File: src/rtl/wbn_pkg.sv
// wbn_pkg: shared types and helpers for the wbn_arb Wishbone arbiter.
// The ABORT state exists only when WBN_ARB_TIMEOUT_EN is defined.
package wbn_pkg;

`ifdef WBN_ARB_TIMEOUT_EN
    typedef enum logic [1:0] {IDLE, BUSY, ABORT} wbn_arb_state_t;
`else
    typedef enum logic [1:0] {IDLE, BUSY} wbn_arb_state_t;
`endif

    // Index of the set bit in a one-hot vector of up to 32 bits.
    function automatic logic [4:0] oh2idx(input logic [31:0] oh);
        oh2idx = '0;
        for (int i = 0; i < 32; i++)
            if (oh[i]) oh2idx = 5'(i);
    endfunction

endpackage

File: src/rtl/wbn_arb_rr.sv
// wbn_arb_rr: combinational rotating-priority encoder; search starts at ptr and wraps mod N.
module wbn_arb_rr
    import wbn_pkg::*;
#(
    parameter  int N  = 2,
    localparam int IW = (N > 1) ? $clog2(N) : 1
) (
    input  logic [N-1:0]  req,
    input  logic [IW-1:0] ptr,
    output logic [N-1:0]  win,
    output logic [IW-1:0] idx,
    output logic          valid
);

    logic [IW-1:0] j;

    // Walk from the lowest priority up so the request nearest ptr overwrites the rest.
    always_comb begin
        win = '0;
        j   = '0;
        for (int k = N - 1; k >= 0; k--) begin
            j = IW'((int'(ptr) + k) % N);
            if (req[j]) begin
                win    = '0;
                win[j] = 1'b1;
            end
        end
        idx   = IW'(oh2idx(32'(win)));
        valid = |req;
    end

endmodule

File: src/rtl/wbn_arb.sv
// wbn_arb: round-robin Wishbone B3 classic arbiter granting one slave per bus cycle to N masters.
// Define WBN_ARB_TIMEOUT_EN to add a watchdog that aborts stalled cycles with m_err after TO cycles.
module wbn_arb
    import wbn_pkg::*;
#(
    parameter int N  = 2,
    parameter int AW = 32,
    parameter int DW = 32,
    parameter int SW = DW / 8,
    parameter int TO = 256
) (
    input  logic            clk,
    input  logic            rst,
    input  logic [N-1:0]    m_cyc,
    input  logic [N-1:0]    m_we,
    input  logic [N-1:0]    m_stb,
    input  logic [N*AW-1:0] m_adr,
    input  logic [N*SW-1:0] m_sel,
    input  logic [N*DW-1:0] m_dat_w,
    output logic [N*DW-1:0] m_dat_r,
    output logic [N-1:0]    m_ack,
    output logic [N-1:0]    m_err,
    output logic [N-1:0]    m_rty,
    output logic            s_cyc,
    output logic            s_we,
    output logic            s_stb,
    output logic [AW-1:0]   s_adr,
    output logic [SW-1:0]   s_sel,
    output logic [DW-1:0]   s_dat_w,
    input  logic [DW-1:0]   s_dat_r,
    input  logic            s_ack,
    input  logic            s_err,
    input  logic            s_rty,
    output logic [N-1:0]    gnt
);

    localparam int IW = (N > 1) ? $clog2(N) : 1;

    wbn_arb_state_t state, state_n;
    logic [IW-1:0]  ptr, own, win_idx;
    logic [N-1:0]   win;
    logic           win_vld, busy, to_hit;

    wbn_arb_rr #(.N(N)) u_rr (
        .req   (m_cyc),
        .ptr   (ptr),
        .win   (win),
        .idx   (win_idx),
        .valid (win_vld)
    );

    // Only BUSY drives the slave, so reset and ABORT silence the bus at once.
    assign busy    = (state == BUSY);
    assign s_cyc   = busy & m_cyc[own];
    assign s_stb   = s_cyc & m_stb[own];
    assign s_we    = s_cyc & m_we[own];
    assign s_adr   = busy ? m_adr[own*AW +: AW] : '0;
    assign s_sel   = busy ? m_sel[own*SW +: SW] : '0;
    assign s_dat_w = busy ? m_dat_w[own*DW +: DW] : '0;
    assign m_dat_r = {N{s_dat_r}};

`ifdef WBN_ARB_TIMEOUT_EN
    localparam int CW = $clog2(TO + 1);
    logic [CW-1:0] cnt;
    logic          stall;

    assign stall  = s_stb & ~(s_ack | s_err | s_rty);
    assign to_hit = stall & (cnt == CW'(TO - 1));

    always_ff @(posedge clk or negedge rst)
        if (!rst) cnt <= '0;
        else      cnt <= stall ? cnt + 1'b1 : '0;
`else
    assign to_hit = 1'b0;
`endif

    always_comb begin
        m_ack = '0;
        m_err = '0;
        m_rty = '0;
        if (s_cyc) begin
            m_ack[own] = s_ack;
            m_err[own] = s_err | to_hit;
            m_rty[own] = s_rty;
        end
    end

    always_comb begin
        state_n = state;
        if (state == IDLE)       state_n = win_vld ? BUSY : IDLE;
        else if (!m_cyc[own])    state_n = IDLE;
`ifdef WBN_ARB_TIMEOUT_EN
        else if (to_hit)         state_n = ABORT;
`endif
    end

    always_ff @(posedge clk or negedge rst)
        if (!rst) begin
            state <= IDLE;
            gnt   <= '0;
            own   <= '0;
            ptr   <= '0;
        end else begin
            state <= state_n;
            if (state == IDLE && win_vld) begin
                gnt <= win;
                own <= win_idx;
                ptr <= (win_idx == IW'(N - 1)) ? '0 : win_idx + 1'b1;
            end else if (state_n == IDLE) begin
                gnt <= '0;
            end
        end

endmodule

File: config.mk
export PLATFORM = sky130hd
export DESIGN_NAME = wbn_arb
export DESIGN_NICKNAME = d
export VERILOG_FILES = /design/src/rtl/wbn_pkg.sv /design/src/rtl/wbn_arb_rr.sv /design/src/rtl/wbn_arb.sv
export SDC_FILE = /design/constraint.sdc
export NUM_CORES = 1
export LEC_CHECK = 0
export BUFFER_PORTS_ARGS = -buffer_cell sky130_fd_sc_hd__buf_2
export CAP_MARGIN = 20
export CORE_AREA = 3 3 125 127
export CTS_BUF_LIST = sky130_fd_sc_hd__clkbuf_16
export DETAILED_ROUTE_END_ITERATION = 16
export DIE_AREA = 0 0 128 130
export PLACE_DENSITY = 0.5
export SETUP_SLACK_MARGIN = 0.05
export SYNTH_ARGS = -nofsm -noshare
export SYNTH_HDL_FRONTEND = slang
export SYNTH_HIERARCHICAL = 1
export SYNTH_SLANG_ARGS = --single-unit
File: constraint.sdc
create_clock -name clk -period 1.3 [get_ports clk]
set_clock_uncertainty 0.15 [all_clocks]
set_input_delay 0.195 -clock clk [delete_from_list [all_inputs] [get_ports clk]]
set_output_delay 0.195 -clock clk [all_outputs]
set_load 0.03 [all_outputs]
Word-level counts from Yosys, hierarchy flattened
Cells that the tools add are included.

Bits in registers: 6. Input bits: 179. Output and inout port bits: 143. Word-level logic and storage cells: 61.

Add/subtract/negate cells: 2. $lt $le $gt $ge: 6. Eq/ne operators: 1. Shift-type cells: 3. Mux-type cells: 31. Bitwise operators: 6. Reductions and logical operators: 8.

Operators by type and width (number): variable part select 64 x 7 -> 32 bit (2); 2-to-1 mux 32 bit (2); 2-to-1 mux 2 bit (9); 2-to-1 mux 1 bit (16); variable part select 8 x 4 -> 4 bit (1); bitwise AND 2 bit (3); less-than comparator 1 x 2 -> 1 bit, second input constant (3); logical AND 1 bit (4); logical NOT 2 bit (2); 2-to-1 mux 4 bit (1); bitwise AND 1 bit (3); demux 1 bit (select 1 bit) (3); greater-or-equal comparator 1 bit, second input constant (3); adder 1 bit, second input constant (2); equality test 2 x 1 -> 1 bit, second input constant (1); nonzero test 2 bit (1); OR reduction 2 bit (1).

Depth between registers and ports, before layout
Gate-level depths: netlist (run 1).

Depth in word-level cells: 10. Gate-level depth with buffers: 5.

Modules after synthesis
The synthesis (run 1) kept the hierarchy.

Modules (own cells, without submodules): wbn_arb (instances 1, cells an instance 251, area an instance 1923.1 um^2, sequential area each 150.1 um^2); wbn_arb_rr (instances 1, cells an instance 5, area an instance 32.5 um^2, sequential area each 0.0 um^2).

Least setup slack after synthesis (run 1)
Ideal clock, no wire load.

Path type: register to output. Start point: register own. End point: output port s_we. Data arrival time: 1.402 ns. Required time: 0.955 ns. Slack: -0.447 ns. Stages on the path, launching flop included: 5. Path buffers: 2. Cell sequence: dfrtp_1 -> buf_2 -> buf_6 -> mux2i_1 -> nor3_1.

Cells in the longest elaborated chain, start to end: 4.

RTL lines: start, declared (RTL line wbn_arb.sv:40) `logic [IW-1:0] ptr, own, win_idx;`; start signal, assigned (RTL line wbn_arb.sv:107) `own <= win_idx;`; 2-to-1 mux 1 bit (not written as such) (2 in a row) (RTL line wbn_arb.sv:54) `assign s_cyc = busy & m_cyc[own];`; bitwise AND 1 bit (RTL line wbn_arb.sv:54); bitwise AND 1 bit (*) (RTL line wbn_arb.sv:56) `assign s_we = s_cyc & m_we[own];`; end, declared (RTL line wbn_arb.sv:25) `output logic s_we,`.

Mark *: on every way between the ends. The rest lies on a longest branch, timed or not. The select of a mux whose other input is x is not followed.

Worst setup path after layout (run 1)
Start point: register own. End point: output port s_adr[5].

Cells in the longest elaborated chain, start to end: 2.

RTL lines: variable part select 64 x 7 -> 32 bit (RTL line wbn_arb.sv:57) `assign s_adr = busy ? m_adr[own*AW +: AW] : '0;`; 2-to-1 mux 32 bit (RTL line wbn_arb.sv:57); end, declared (RTL line wbn_arb.sv:27) `output logic [AW-1:0] s_adr,`.

No other way between the ends.

==> results of run 1 <==
-- layer usage --
| metal | track usage (%) | vias up | wire [um] |
|---|---|---|---|
| li1 | - | 1123 | - |
| met4 | 1.623 | 0 | 93 |
| met2 | 15.03 | 143 | 4195 |
| met1 | 9.666 | 1031 | 2919 |
| met3 | 2.251 | 21 | 763 |
| met5 | 0 | - | 0 |
-- registers in the layout, summed over array words and instances (netlist names) --
signal	flops
gnt	2
ptr	1
own	1
state	2
-- cell type report --
cell class	instances	area [um2]	share of cell area (%)
multi-input cells	165	1520	40.92
repair buffers	246	1719	46.28
inverters	3	11.26	0.3031
clock inverters	1	3.754	0.1010
clock buffers	3	75.07	2.021
well taps	184	230.2	6.197
flip-flops and latches	6	155.1	4.176
-- Yosys cell counts --
cell	number	area share, %
nand2_1	2	0.38
buf_8	5	3.8
inv_1	3	0.58
and4_1	3	1.3
nor2_1	69	13
nor3b_2	1	0.64
nor2b_1	3	0.96
and3_1	3	0.96
o21ai_0	2	0.51
buf_6	2	1.2
mux2_2	1	0.58
a21boi_1	2	0.77
mux2i_2	1	0.70
mux2i_1	71	36
buf_2	9	2.3
nor3_1	1	0.26
o32ai_1	2	0.90
buf_4	66	25
o21bai_1	1	0.38
or2_1	1	0.32
nand2b_1	1	0.32
dfrtp_1	6	7.7
nor3_2	1	0.51
-- placed cells by master, fill, tap and decap left out, drive strengths merged, types with 3 or more instances in the layout --
cell type    n
nor2        69
inv          4
and4         3
buf        245
dfrtp        6
mux2i       72
nor2b        3
clkbuf       3
and3         3
-- final timing paths --
check / start / end / slack (ns) / cells past startpoint
worst max register to register: own / gnt[1] / -0.12 / 4
max in group asynchronous: rst / own / 0.67 / 2
worst min-delay path: rst / gnt[1] / 0.17 / 2
worst max-delay path: own / s_adr[5] / -0.54 / 4
worst min register to register: ptr / ptr / 0.39 / 2
min in group clk: m_cyc[1] / gnt[0] / 0.19 / 4
-- metrics by stage --
step | setup WS, ns | power (mW) | hold slack [ns] | util (%) | area (um2)
2_1_floorplan | -0.2418 | 5.944 | -0.2506 | - | 2248
3_3_place_gp | -0.3350 | 7.300 | -0.1181 | 21.75 | 3161
3_5_place_dp | -0.3342 | 7.294 | -0.1194 | 21.75 | 3161
4_1_cts | -0.5573 | 8.902 | 0.1670 | 25.17 | 3659
5_1_grt | -0.5958 | 9.427 | 0.1864 | 25.56 | 3715
6_report | -0.5369 | 8.929 | 0.1692 | 25.56 | 3715
-- power groups by stage --
stage          logic [mW]  registers (mW)  clock network, mW
2_1_floorplan        5.58           0.362                  0
3_3_place_gp         6.92           0.383                  0
3_5_place_dp         6.91           0.380                  0
4_1_cts              8.00           0.382              0.520
5_1_grt              8.50           0.395              0.536
6_report             8.04           0.380              0.506
-- worst reg2reg max path, stage by stage, from the launching register on --
cell and delay [ns]:
dfrtp_4 0.54, mux2i_2 0.23, buf_4 0.17, buf_4 0.13, o32ai_1 0.07
-- cells by family after synthesis --
family          after synthesis  synth area share (%)
simple gates                 85                 18.94
buf+inv                      85                 33.21
mux                          73                 37.62
compound gates                7                 2.559
flops                         6                 7.677
-- timing repair --
item / CTS / global route
cloned: 0 / 0
resized for setup: 126 / 16
setup endpoints to repair: 83 / 83
setup buffers: 1 / 1
hold endpoints to repair: 6 / 0
hold buffers: 1 / 0
pin swaps: 6 / 1
==> results.md, run 1 <==
- Initial Util: 13.46%
- Vias in the first global route: 2187
- Post-route ant nets: 0
- RSZ-0062 raised after global routing: true
- Largest net degree at the start of global routing: 32
- CP Buf/Inv Count: 2
- Least-Margin Pin Slew: 0.2458 ns
- Cell Area, Synth: 0.001956 mm2
- CTS sink cnt: 6
- Area grow syn2layout: 89.96%
- Int Pwr: 4.143 mW
- Min-Delay Path Class: in -> async
- Worst path max stage delay: 0.50 ns
- ANT cells: 0
- Total CTS buffers: 3
- Clock transition at the registers of the reported paths: 0.03 ns
- Antenna violations before repair: 0
- Final HPWL DP: 6.432 mm
- Outcome: complete, but fails checks
- First-pass GRT wire length: 11.18 mm
- GRT overflow: 0
- Setup TNS: -35.85 ns
- Clk_lat worst skew: 0.23 ns
- Final number of hold-violating endpoints: 0
- Seq cells post-synth: 6
- Final worst slack: -0.5369 ns
- Unique cell type count in the Yosys netlist: 23
- Final nets: 604
- Worst Path Arrival: 1.49 ns
- Sw power: 4.786 mW
- Die Y: 130 um
- Post-Route WL: 7.972 mm
- Worst slew margin: 83.15%
- Max-slew violation count: 0
- Worst-path cell chain: buf_4 -> mux2i_1 -> nor2_4 -> buf_2
- Root Driver: clkbuf_16
- Startpoint type of the worst setup path: flop
- IO Port Bufs: 225
- Die width: 128 um
- Core box area: 0.01453 mm2
- Sequential area share after synthesis: 7.678%
- DR vias/cell: 3.813
- DRC: 0
- CTS tree: done
- Violated checks: setup timing
- Syn Inst Count: 256
- Syn. warnings: 6
- Gate power share: 90.1%
- Nature of the critical path endpoint: output port
- Die footprint: 0.01664 mm2
- CP Class: reg -> out
- Peak supply drop: 1.064 mV
- Fmax: 0.5444 GHz
- Drt first pass iters: 4
- Sw Share: 53.60%
- Final std cells w/o fill: 608
- Via count: 2318
- 1st-iter DRT viols: 32
- Wire per inst: 13.11 um
- Layout cells sized above 1: 83.02%
- Clk buf depth: 2
- Post-route minimum period: 1.837 ns
- Global placement routability congestion: 0.7028
- Num rows: 44
- Slowest CP cell: dfrtp_4
- GR Util All Layers: 8.224%
- IO Count: 322
- CP Max Fanout: 7
- Placed Cells: 603
- Count of endpoints failing setup in the final report: 83
- Clk pwr share: 5.7%
- P_leak: 1.866 nW
- Synthesized Nets: 435
- CP top delay family: flip-flops
- MaxCap Viol Count: 0
- Critical Path RT: 0.95 ns
- Reg power frac: 4.3%
- H-tree levels: 1
- Filler Cells Inserted: 1599
- Syn_area_per_cell: 7.639 um2
- PD cells: 2404 mW/mm2
- Final period util: 141.3%
No activity file was read; power rests on OpenSTA's default activity.
==> run 2: changes to the inputs <==
--- a/config.mk
+++ b/config.mk
@@ -11,9 +11,9 @@
 export CTS_BUF_LIST = sky130_fd_sc_hd__clkbuf_16
 export DETAILED_ROUTE_END_ITERATION = 16
 export DIE_AREA = 0 0 128 130
+export MAX_ROUTING_LAYER = met4
 export PLACE_DENSITY = 0.5
 export SETUP_SLACK_MARGIN = 0.05
 export SYNTH_ARGS = -nofsm -noshare
 export SYNTH_HDL_FRONTEND = slang
-export SYNTH_HIERARCHICAL = 1
 export SYNTH_SLANG_ARGS = --single-unit
==> run 2 against run 1 <==
The run still ends with setup timing left. Routed wire length increased by 11%. Clock power hardly changed. Via count grew 0.47%. Count of clock-buffer cells in the layout stayed put. Combinational power grew 0.7%. Die area unchanged. Critical path type unchanged. Critical path depth increased by 1. Flip-flop and latch count is the same. Hold slack got worse by 0.017 ns. Synthesized area rose by 4.1%. Final area shrank 2.0%.
==> results.md, run 2 <==
- Outcome: complete, but fails checks
- Violated checks: setup timing
- Syn. warnings: 0
- Die footprint: 0.01664 mm2
- Initial Util: 14.01%
- Post-route ant nets: 0
- Total CTS buffers: 3
- ANT cells: 0
- Drt first pass iters: 4
- Via count: 2329
- CP Max Fanout: 7
- Post-route minimum period: 1.832 ns
- DRC: 0
- Startpoint type of the worst setup path: flop
- Die Y: 130 um
- Seq cells post-synth: 6
- Worst-path cell chain: buf_8 -> clkbuf_16 -> mux2i_2 -> nor2_1 -> buf_4
- Clk_lat worst skew: 0.23 ns
- P_leak: 1.948 nW
- IO Port Bufs: 225
- Fin Hold WS: 0.1527 ns
- Multi-input gate area: 0.001440 mm2
- DR vias/cell: 3.769
- Synthesized Nets: 438
- Largest net degree at the start of global routing: 32
- H-tree levels: 1
- Worst slew margin: 82.15%
- Synth Flop Type: dfrtp_1
- Final period util: 140.9%
- Filler Cells Inserted: 1632
- Post-Route WL: 8.858 mm
- Clk buf depth: 2
- Setup Slack @ Placement: -0.3099 ns
- Largest registers: gnt x2, state x2
- Crit path from: own
- Least-Margin Pin Slew: 0.2677 ns
- Final HPWL DP: 6.430 mm
- Wire per inst: 14.33 um
- RSZ-0062 raised after global routing: true
- Critical Path RT: 0.95 ns
- Area leader, netlist: mux2i_1
- Final worst slack: -0.5316 ns
- Max-slew violation count: 0
- Area grow syn2layout: 78.92%
- Syn Inst Count: 259
- Cell Area, Synth: 0.002036 mm2
- Storage cell area: 155.1 um2
- Final nets: 614
- Post-synth EDFFs: 0
- IO Count: 322
- Hold Crit Start: m_cyc[1]
- Final number of hold-violating endpoints: 0
- Root Driver: clkbuf_16
- Slowest CP cell: dfrtp_4
- Most frequent cell after synthesis: mux2i_1
- Nature of the critical path endpoint: output port
- First-pass GRT wire length: 10.62 mm
- Die width: 128 um
- Asr flop ratio synth: 100.0%
- PD cells: 2467 mW/mm2
- Count of endpoints failing setup in the final report: 81
- Most common cell after layout, fill and taps aside: buf_2
- Worst R2R Start: own
- CTS tree: done
- Syn_area_per_cell: 7.860 um2
- MaxCap Viol Count: 0
- GRT overflow: 0
- CTS sink cnt: 6
- Antenna violations before repair: 0
- Vias in the first global route: 2177
- Core box area: 0.01453 mm2
- Sequential area share after synthesis: 7.376%
- Top-area cell type share of the netlist area: 33.44%
- Fmax: 0.5460 GHz
- Global placement routability congestion: 0.7989
- Clock transition at the registers of the reported paths: 0.03 ns
- Unique cell type count in the Yosys netlist: 26
- Top cells by count, synth: 68 x mux2i_1, 66 x nor2_1, 64 x buf_4, 8 x buf_6, 7 x buf_8
- Largest cells by area after synthesis: mux2i_1 33%, buf_4 24%, nor2_1 12%
- CP Class: reg -> out
- Layout cells sized above 1: 69.12%
- Most frequent cells in the layout: 148 x buf_2, 72 x buf_4, 61 x nor2_1, 56 x mux2i_1, 21 x buf_6
- Peak supply drop: 1.035 mV
- GR Util All Layers: 8.065%
- 1st-iter DRT viols: 89
- Worst Path Arrival: 1.49 ns
- Worst path max stage delay: 0.51 ns
- Num rows: 44
- Min-Delay Path Class: in -> reg
[run 2: cell types whose count changed after synthesis, sizes merged, moves of 3 or more]
cell   before  now
a21oi       0    6
and3        3    6
and4        3    0
inv         3    0
mux2i      72   68
nor2       69   73
nor2b       3    0
[run 2: per-stage QoR]
stage          instances  area [um2]  total power, mW  TNS, ns  util (%)
5_1_grt              618        3642            9.463   -40.99     25.06
3_5_place_dp         602        3008            6.855   -17.30     20.70
3_3_place_gp         602        3008            6.862   -16.00     20.70
4_1_cts              608        3352            8.052   -35.61     23.06
2_1_floorplan        259        2197            5.909   -17.92         -
6_report             618        3642            8.985   -37.04     25.06
[run 2: kinds of logic (layout without fill, tap and decap cells)]
family	after synthesis	in the layout	synth area share (%)
buffers and inverters	81	256	34.42
AND/OR/NAND/NOR	89	89	19.48
flip-flops	6	6	7.375
AO/OA/AOI/OAI	15	15	5.285
multiplexers	68	68	33.44
[run 2: power by group]
part	internal [mW]	switching, mW
Sequential	0.280	0.103
Combinational	3.57	4.52
Clock	0.399	0.107
Total	4.25	4.73
[run 2: final timing paths]
path / end / slack, ns / depth (start not counted)
setup / recovery: s_dat_w[13] / -0.53 / 5
hold / removal: own / 0.15 / 3
setup reg to reg: gnt[0] / -0.26 / 5
hold reg to reg: ptr / 0.41 / 1
max in group asynchronous: own / 0.66 / 2
min in group asynchronous: own / 0.17 / 2
[run 2: layer usage]
| metal | track usage [%] | wire length (um) | vias up |
|---|---|---|---|
| met4 | 2.310 | 141 | 0 |
| met3 | 1.965 | 665 | 19 |
| met5 | - | 0 | - |
| met1 | 9.026 | 3422 | 1048 |
| li1 | - | - | 1147 |
| met2 | 14.29 | 4629 | 115 |
[run 2: cell type report]
| cell class | instances | area share, % |
|---|---|---|
| timing repair buffer | 252 | 47.72 |
| multi-input combinational | 172 | 39.54 |
| tap | 184 | 6.321 |
| sequential | 6 | 4.260 |
| clock buffer | 3 | 2.061 |
| clock inverter | 1 | 0.1031 |
[run 2: timing repair]
action                     in CTS  in global routing
gates cloned                    0                  6
resized for setup              87                 38
setup endpoints to repair      82                 82
pin swaps                       4                  5
hold buffers                    1                  0
hold endpoints to repair        6                  0
setup buffers                   1                  5
[run 2: worst max-delay path, delay by kind of cell, from the launching register on]
kind                   cells  cell delay (ns)
multiplexers               1             0.15
AND/OR/NAND/NOR            1             0.10
buffers and inverters      3             0.49
flip-flops                 1             0.51
